`config.mk`:
```
export PLATFORM = sky130hd
export DESIGN_NAME = rle_sync_fifo
export DESIGN_NICKNAME = d
export VERILOG_FILES = /design/src/rtl/rle_fifo_pkg.sv /design/src/rtl/rle_fifo_mem.sv /design/src/rtl/rle_sync_fifo.sv
export SDC_FILE = /design/constraint.sdc
export NUM_CORES = 1
export LEC_CHECK = 0
export CAP_MARGIN = 20
export CORE_MARGIN = 5
export CORE_UTILIZATION = 35
export DETAILED_ROUTE_END_ITERATION = 8
export GPL_TIMING_DRIVEN = 0
export PLACE_DENSITY_LB_ADDON = 0.15
export REMOVE_ABC_BUFFERS = 1
export SLEW_MARGIN = 20
export SYNTH_ARGS = -nofsm -noshare
export SYNTH_HDL_FRONTEND = slang
export SYNTH_SLANG_ARGS = --single-unit
```
`constraint.sdc`:
```
create_clock -name clk -period 4.5 [get_ports clk]
set_input_delay 0.9 -clock clk [delete_from_list [all_inputs] [get_ports clk]]
set_output_delay 0.9 -clock clk [all_outputs]
set_load 0.05 [all_outputs]
```
`src/rtl/rle_fifo_pkg.sv`:
```
// Shared constants for the RLE FIFO slice: default geometry, count width
// derivation and read-mode selectors.
package rle_fifo_pkg;

   localparam int DEF_DATA_W  = 8;
   localparam int DEF_ADR_LEN = 4;

   // Read-port modes: registered read or first-word-fall-through.
   localparam int FIFO_MODE_REG  = 0;
   localparam int FIFO_MODE_FWFT = 1;

   // Pointers and occupancy carry one extra wrap bit above the address.
   function automatic int cnt_w(input int adr_len);
      return adr_len + 1;
   endfunction

endpackage

```
`src/rtl/rle_fifo_mem.sv`:
```
// DEPTH x DATA_W storage array: synchronous write, asynchronous read.
// Contents are deliberately not reset.
module rle_fifo_mem
   import rle_fifo_pkg::*;
#(
   parameter int DATA_W  = DEF_DATA_W,
   parameter int ADR_LEN = DEF_ADR_LEN
)(
   input  logic               clk,
   input  logic               we,
   input  logic [ADR_LEN-1:0] waddr,
   input  logic [DATA_W-1:0]  wdata,
   input  logic [ADR_LEN-1:0] raddr,
   output logic [DATA_W-1:0]  rdata
);

   localparam int DEPTH = 2**ADR_LEN;

   logic [DATA_W-1:0] mem_reg [DEPTH];

   // Store the incoming word at the write address on an accepted write.
   always_ff @(posedge clk) begin
      if (we) begin
         mem_reg[waddr] <= wdata;
      end
   end

   assign rdata = mem_reg[raddr];

endmodule

```
`src/rtl/rle_sync_fifo.sv`:
```
// Single-clock FIFO between the RLE token parser and the run expander.
// Wrap-bit pointers make all DEPTH entries usable; flags and count are
// decoded combinationally from the registered pointers.
module rle_sync_fifo
   import rle_fifo_pkg::*;
#(
   parameter int DATA_W   = DEF_DATA_W,
   parameter int ADR_LEN  = DEF_ADR_LEN,
   parameter int AF_LEVEL = 2**ADR_LEN - 2,
   parameter int AE_LEVEL = 2,
   parameter int FWFT     = FIFO_MODE_REG
)(
   input  logic              clk,
   input  logic              rst_n,
   input  logic              flush,
   input  logic              clr_err,
   input  logic              wr,
   input  logic [DATA_W-1:0] data_in,
   input  logic              rd,
   output logic [DATA_W-1:0] data_out,
   output logic              rd_valid,
   output logic              fifo_full,
   output logic              fifo_empty,
   output logic              almost_full,
   output logic              almost_empty,
   output logic [ADR_LEN:0]  count,
   output logic              overflow,
   output logic              underflow
);

   localparam int               CNT_W   = cnt_w(ADR_LEN);
   localparam logic [CNT_W-1:0] AF_LVL  = CNT_W'(AF_LEVEL);
   localparam logic [CNT_W-1:0] AE_LVL  = CNT_W'(AE_LEVEL);
   localparam logic [CNT_W-1:0] PTR_ONE = CNT_W'(1);

   logic [CNT_W-1:0]  wptr_reg, wptr_next;
   logic [CNT_W-1:0]  rptr_reg, rptr_next;
   logic              overflow_reg, overflow_next;
   logic              underflow_reg, underflow_next;
   logic              we, re;
   logic [DATA_W-1:0] mem_rdata;

   assign fifo_empty   = (wptr_reg == rptr_reg);
   assign fifo_full    = (wptr_reg[ADR_LEN-1:0] == rptr_reg[ADR_LEN-1:0]) &&
                         (wptr_reg[ADR_LEN] != rptr_reg[ADR_LEN]);
   assign count        = wptr_reg - rptr_reg;
   assign almost_full  = (count >= AF_LVL);
   assign almost_empty = (count <= AE_LVL);

   // Flush swallows any request in the same cycle.
   assign we = wr & ~fifo_full & ~flush;
   assign re = rd & ~fifo_empty & ~flush;

   assign overflow  = overflow_reg;
   assign underflow = underflow_reg;

   // Pointer advance / flush and sticky error update; a new error beats clr_err.
   always_comb begin
      wptr_next      = wptr_reg;
      rptr_next      = rptr_reg;
      overflow_next  = overflow_reg;
      underflow_next = underflow_reg;
      if (flush) begin
         wptr_next = '0;
         rptr_next = '0;
      end else begin
         if (we) wptr_next = wptr_reg + PTR_ONE;
         if (re) rptr_next = rptr_reg + PTR_ONE;
      end
      if (clr_err) begin
         overflow_next  = 1'b0;
         underflow_next = 1'b0;
      end
      if (wr & fifo_full & ~flush)  overflow_next  = 1'b1;
      if (rd & fifo_empty & ~flush) underflow_next = 1'b1;
   end

   // Pointer and error-flag registers.
   always_ff @(posedge clk or negedge rst_n) begin
      if (!rst_n) begin
         wptr_reg      <= '0;
         rptr_reg      <= '0;
         overflow_reg  <= 1'b0;
         underflow_reg <= 1'b0;
      end else begin
         wptr_reg      <= wptr_next;
         rptr_reg      <= rptr_next;
         overflow_reg  <= overflow_next;
         underflow_reg <= underflow_next;
      end
   end

   rle_fifo_mem #(
      .DATA_W  (DATA_W),
      .ADR_LEN (ADR_LEN)
   ) u_mem (
      .clk   (clk),
      .we    (we),
      .waddr (wptr_reg[ADR_LEN-1:0]),
      .wdata (data_in),
      .raddr (rptr_reg[ADR_LEN-1:0]),
      .rdata (mem_rdata)
   );

   generate
      if (FWFT == FIFO_MODE_FWFT) begin : g_fwft
         // Head word is always presented; valid whenever something is stored.
         assign data_out = mem_rdata;
         assign rd_valid = ~fifo_empty;
      end else begin : g_reg
         logic [DATA_W-1:0] data_out_reg;
         logic              rd_valid_reg;

         // Capture the popped word; data holds between reads.
         always_ff @(posedge clk or negedge rst_n) begin
            if (!rst_n) begin
               data_out_reg <= '0;
               rd_valid_reg <= 1'b0;
            end else begin
               rd_valid_reg <= re;
               if (re) data_out_reg <= mem_rdata;
            end
         end

         assign data_out = data_out_reg;
         assign rd_valid = rd_valid_reg;
      end
   endgenerate

endmodule

```
* After elaboration in Yosys (flattened, before gate mapping) *
Memory sizes are Yosys's and may differ from the RTL's. A register that Yosys moved wholly into a read port is not among the register bits.
Index checks and enable logic that the tools add are counted.

cells by class
  reductions and logical operators = 6
  bitwise operators = 11
  order comparisons = 2
  add/subtract/negate cells = 3
  mux-type cells = 9
  eq/ne operators = 3

operators with widths
  operator                                                            number
  2-to-1 mux 5 bit                                                    4
  adder 5 x 1 -> 5 bit (second input constant)                        2
  bitwise AND 1 bit                                                   8
  nonzero test 2 bit                                                  4
  == test 5 bit                                                       1
  greater-or-equal comparator 5 x 4 -> 1 bit (second input constant)  1
  <= comparator 5 x 2 -> 1 bit (second input constant)                1
  2-to-1 mux 1 bit                                                    5
  subtractor 5 bit                                                    1
  == test 4 bit                                                       1
  NOT 1 bit                                                           3
  logical AND 1 bit                                                   1
  logical NOT 1 bit                                                   1
  inequality test 1 bit                                               1

storage, ports and cells
  register bits = 13
  logic and storage cells = 40
  bits in writable memories = 128
  output and inout port bits = 20
  memories kept = 1

memories
  name           words  width  read ports  clocked after Yosys merged registers in  write ports  line                RTL
  u_mem.mem_reg  16     8      1           1                                        1            rle_fifo_mem.sv:19  logic [DATA_W-1:0] mem_reg [DEPTH];

* Logic depth before layout (Yosys ltp) *
  depth after elaboration = 7
  depth in mapped cells = 9

* Modules after synthesis *
A second synthesis with hierarchy kept.

unflattened totals
  cells, all modules = 322
  area, all modules = 6078.3 um^2

modules (own cells, without submodules)
  module         area an instance (um^2)  cells each  instances  seq. area each (um^2)
  rle_fifo_mem   4987.3                   221         1          3843.7
  rle_sync_fifo  1091.0                   101         1          525.5

* Worst setup path before layout *
No wires, ideal clock.

  path type = flip-flop to output port
  start point = register rptr_reg[1]
  end point = output almost_empty
  buffers on the path = 2
  setup slack = 0.250 ns
  cell stages (with the launch flop) = 9
  required time = 3.600 ns
  arrival = 3.350 ns
  cell sequence = dfrtp_1 clkbuf_1 buf_2 inv_1 fa_1 a21o_1 a21oi_1 xnor2_1 a211oi_1

between the ends
  cells in the longest elaborated chain, start to end = 2

ends and longest elaborated chain
  element                       line                 RTL
  from (decl)                   rle_sync_fifo.sv:37  logic [CNT_W-1:0] rptr_reg, rptr_next;
  from (signal assigned)        rle_sync_fifo.sv:87  rptr_reg <= rptr_next;
  subtractor 5 bit              rle_sync_fifo.sv:46  assign count = wptr_reg - rptr_reg;
  named net count[4]            rle_sync_fifo.sv:26  output logic [ADR_LEN:0] count,
  <= comparator 5 x 2 -> 1 bit  rle_sync_fifo.sv:48  assign almost_empty = (count <= AE_LVL);
  to (decl)                     rle_sync_fifo.sv:25  output logic almost_empty,

The timed path passes the listed nets, and every way through them passes these cells.

* Worst setup path in the final report *
  start point = register rptr_reg[1]
  end point = output almost_empty

between the ends
  cells in the longest elaborated chain, start to end = 2

ends and longest elaborated chain
  element                       line
  subtractor 5 bit              rle_sync_fifo.sv:46
  <= comparator 5 x 2 -> 1 bit  rle_sync_fifo.sv:48

Every way passes these cells.

==> metrics.yaml <==
critPathCaptureType: "output port"
synth_seq_area_share_pct: 71.7
finalWirelength_mm: 13.1
internal-power_w: 0.00294
clkSlewWorstSetupHoldPaths_ps: 60
nNetsFinal: 426
p_sw_share_pct: 26.4
setup_tns_ps: 0
crit_chain: "inv_1 > ha_1 > nor2b_1 > o21a_1 > or3_1 > a211oi_1 > clkdlybuf4s50_1"
power_frac_clock_pct: 40.8
synth_area_sq_um: 6090
routabilityCongestion: 0.743
hold_path_class: "reg -> reg"
hold_violations: 0
fmax_mhz: 243
critical_path.slowest_cell: "clkdlybuf4s50_1"
ant_nets: 0
num_vias: 3194
cpPeakStageDelay_ps: 840
cts_resized: 0
outcome: "completed"
min_period_ps: 4110
power.density_nw_per_um2: 543
grtUsageTotal_pct: 13.8
root_buffer: "clkbuf_16"
dp_cells: 608
clk_path_buf_depth: 2
area_growth_pct: 21.0
firstDrtPassIters: 4
critPathLaunchType: "register"
drc: 0
rows: 48
pin_count: 34
min_period_over_period_pct: 91.4
grt-ovfl-total: 0
power_leakage_nw: 2.38
antenna_cells: 0
finalWorstSetupSlack_ps: 386
yosysWarnings: 0
rsz0062_at_grt: "no"
setup_violations: 0
synthCells: 363
ys_async_sr_fraction_pct: 14.1
cts_buffers: 17
cap_viol_max_count: 0
p_sw_w: 0.00106
drt_iter0_drc: 270
path_class: "reg -> out"
nFillCells: 1554
pwr-share-seq_pct: 40.0
htreeDepth: 4
synth_edf_count: 128
core_area_sq_um: 17200
cts_setup_buffers: 0
crit_buf_inv: 2
critPathArrivalTime_ps: 3210
grt_pass1_wl_mm: 20.2
final_cell_count_no_fill: 640
crit_family: "buffers and inverters"
antenna_found_initial: 0
largest_reg_flops: 128
syn_area_per_cell_sq_um: 16.8
cts_tree: "built"
vias_per_cell: 4.99
dieHeight_um: 142
fp.dieW_um: 142
maxSlewViolCount: 0
design_power_total_w: 0.00400
insertion_delay_ps: 410
dieArea_sq_um: 20100
yosys_register_bits: 149
initial_core_util_pct: 35.5
cts_sinks: 149
yosys.cell_types.count: 42
pwr-share-comb_pct: 19.3
clock_skew_ps: 7.27
crit_required_ps: 3600
avgRoutedWirePerCell_um: 20.5
synthFlopType: "edfxtp_1"
grt_pass1_vias: 3303
ir_drop_mv: 0.365
dp_slack_ps: 789
drive_above_1_share_pct: 13.3
cts_hold_buf: 0
io_buffers: 33
dpl.hpwl_mm: 8.58
crit_path_max_fanout: 16
slew_headroom_pct: 37.0
grt_max_degree: 38
tightest_slew_ps: 942
[path summary, 6_finish.rpt]
| check | start | to | slack (ps) | cells after the start |
|---|---|---|---|---|
| max | rptr_reg[1]$_DFFE_PN0P_ | almost_empty | 390 | 7 |
| min | underflow$_DFFE_PN0P_ | underflow$_DFFE_PN0P_ | 530 | 2 |
| max reg2reg | rptr_reg[1]$_DFFE_PN0P_ | u_mem.mem_reg[5][7]$_DFFE_PP_ | 1460 | 6 |
| min reg2reg | underflow$_DFFE_PN0P_ | underflow$_DFFE_PN0P_ | 530 | 2 |
| max in group asynchronous | rst_n | rptr_reg[1]$_DFFE_PN0P_ | 2800 | 1 |
| min in group asynchronous | rst_n | overflow$_DFFE_PN0P_ | 1020 | 1 |
[synthesized netlist by cell type (all sizes together), types with 3 or more instances]
library cell | count | share of area [%]
o21ai | 6 | 0.49
nor3 | 4 | 0.33
clkbuf | 4 | 0.41
inv | 9 | 0.55
or3 | 4 | 0.41
a21oi | 6 | 0.68
o22ai | 16 | 1.6
mux4 | 16 | 5.9
edfxtp | 128 | 63
xor2 | 5 | 0.84
nand2 | 6 | 0.37
nand2b | 4 | 0.41
a22oi | 8 | 0.99
a31oi | 8 | 0.82
o211ai | 3 | 0.37
nor2 | 39 | 2.4
dfrtp | 21 | 8.6
xnor2 | 4 | 0.70
ha | 9 | 1.8
buf | 10 | 0.94
mux2i | 34 | 5.6
[layout by cell type, fill, tap and decap left out, drive strengths merged, types with 2 or more instances in the layout]
master,n
dfrtp,21
a21o,2
buf,2
nand3b,2
xnor2,4
clkinv,3
a22oi,8
ha,9
xor2,5
nand2b,4
mux4,16
o211ai,3
or3,4
a31oi,8
nand2,6
nor3,4
o22ai,16
nand3,2
inv,11
a21oi,6
o32ai,2
mux2i,34
clkbuf,19
clkdlybuf4s50,33
bufinv,7
o21ai,6
edfxtp,128
nor2,39
[layer usage]
metal | track usage, % | wire length, um | vias to the layer above | part of all wire [%]
met5 | 0 | 0 | - | 0
met4 | 5.00 | 190 | 0 | 1.5
met3 | 3.24 | 569 | 13 | 4.3
met2 | 21.3 | 6130 | 80 | 47
met1 | 19.3 | 6210 | 1605 | 47
li1 | - | - | 1496 | -
[cells by family after synthesis]
family                     count (synthesis)  synth area share, %
buffers and inverters                     24                 2.07
adders and majority gates                 10                 2.18
and+or+nand+nor                           67                 5.03
xor gates and xnor gates                   9                 1.54
muxes                                     50                 11.5
DFF                                      149                 71.7
AOI/OAI and AO/OA                         54                 5.94
[tightest hold or removal path, delay by kind of cell (launching register included)]
kind	cells	cell delay, ps
buf+inv	1	40
compound gates	1	100
flops	1	340
[area by class of cell]
cell class	count	area (sq um)	share of cell area (%)
well taps	225	282	3.82
multi-input cells	190	1620	21.9
inverters	9	33.8	0.459
clock buffers	19	433	5.88
repair buffers	35	378	5.13
clock inverters	13	251	3.41
flip-flops and latches	149	4370	59.4
[power groups by stage]
stage | combinational, W | sequential [W] | clock, W
floorplan | 0.000353 | 0.00178 | 0
global placement | 0.000717 | 0.00167 | 0
detailed placement | 0.000780 | 0.00163 | 0
CTS | 0.000781 | 0.00160 | 0.00166
global route | 0.000820 | 0.00161 | 0.00173
finish | 0.000770 | 0.00160 | 0.00163
[stage by stage]
step                utilization [%]  hold slack (ps)  area, sq um
floorplan                         -              604         6000
global placement               38.5              517         6610
detailed placement             38.9              527         6680
CTS                            42.9              542         7370
global route                   42.9              570         7370
finish                         42.9              532         7370
(Power assumes the default switching activity.)
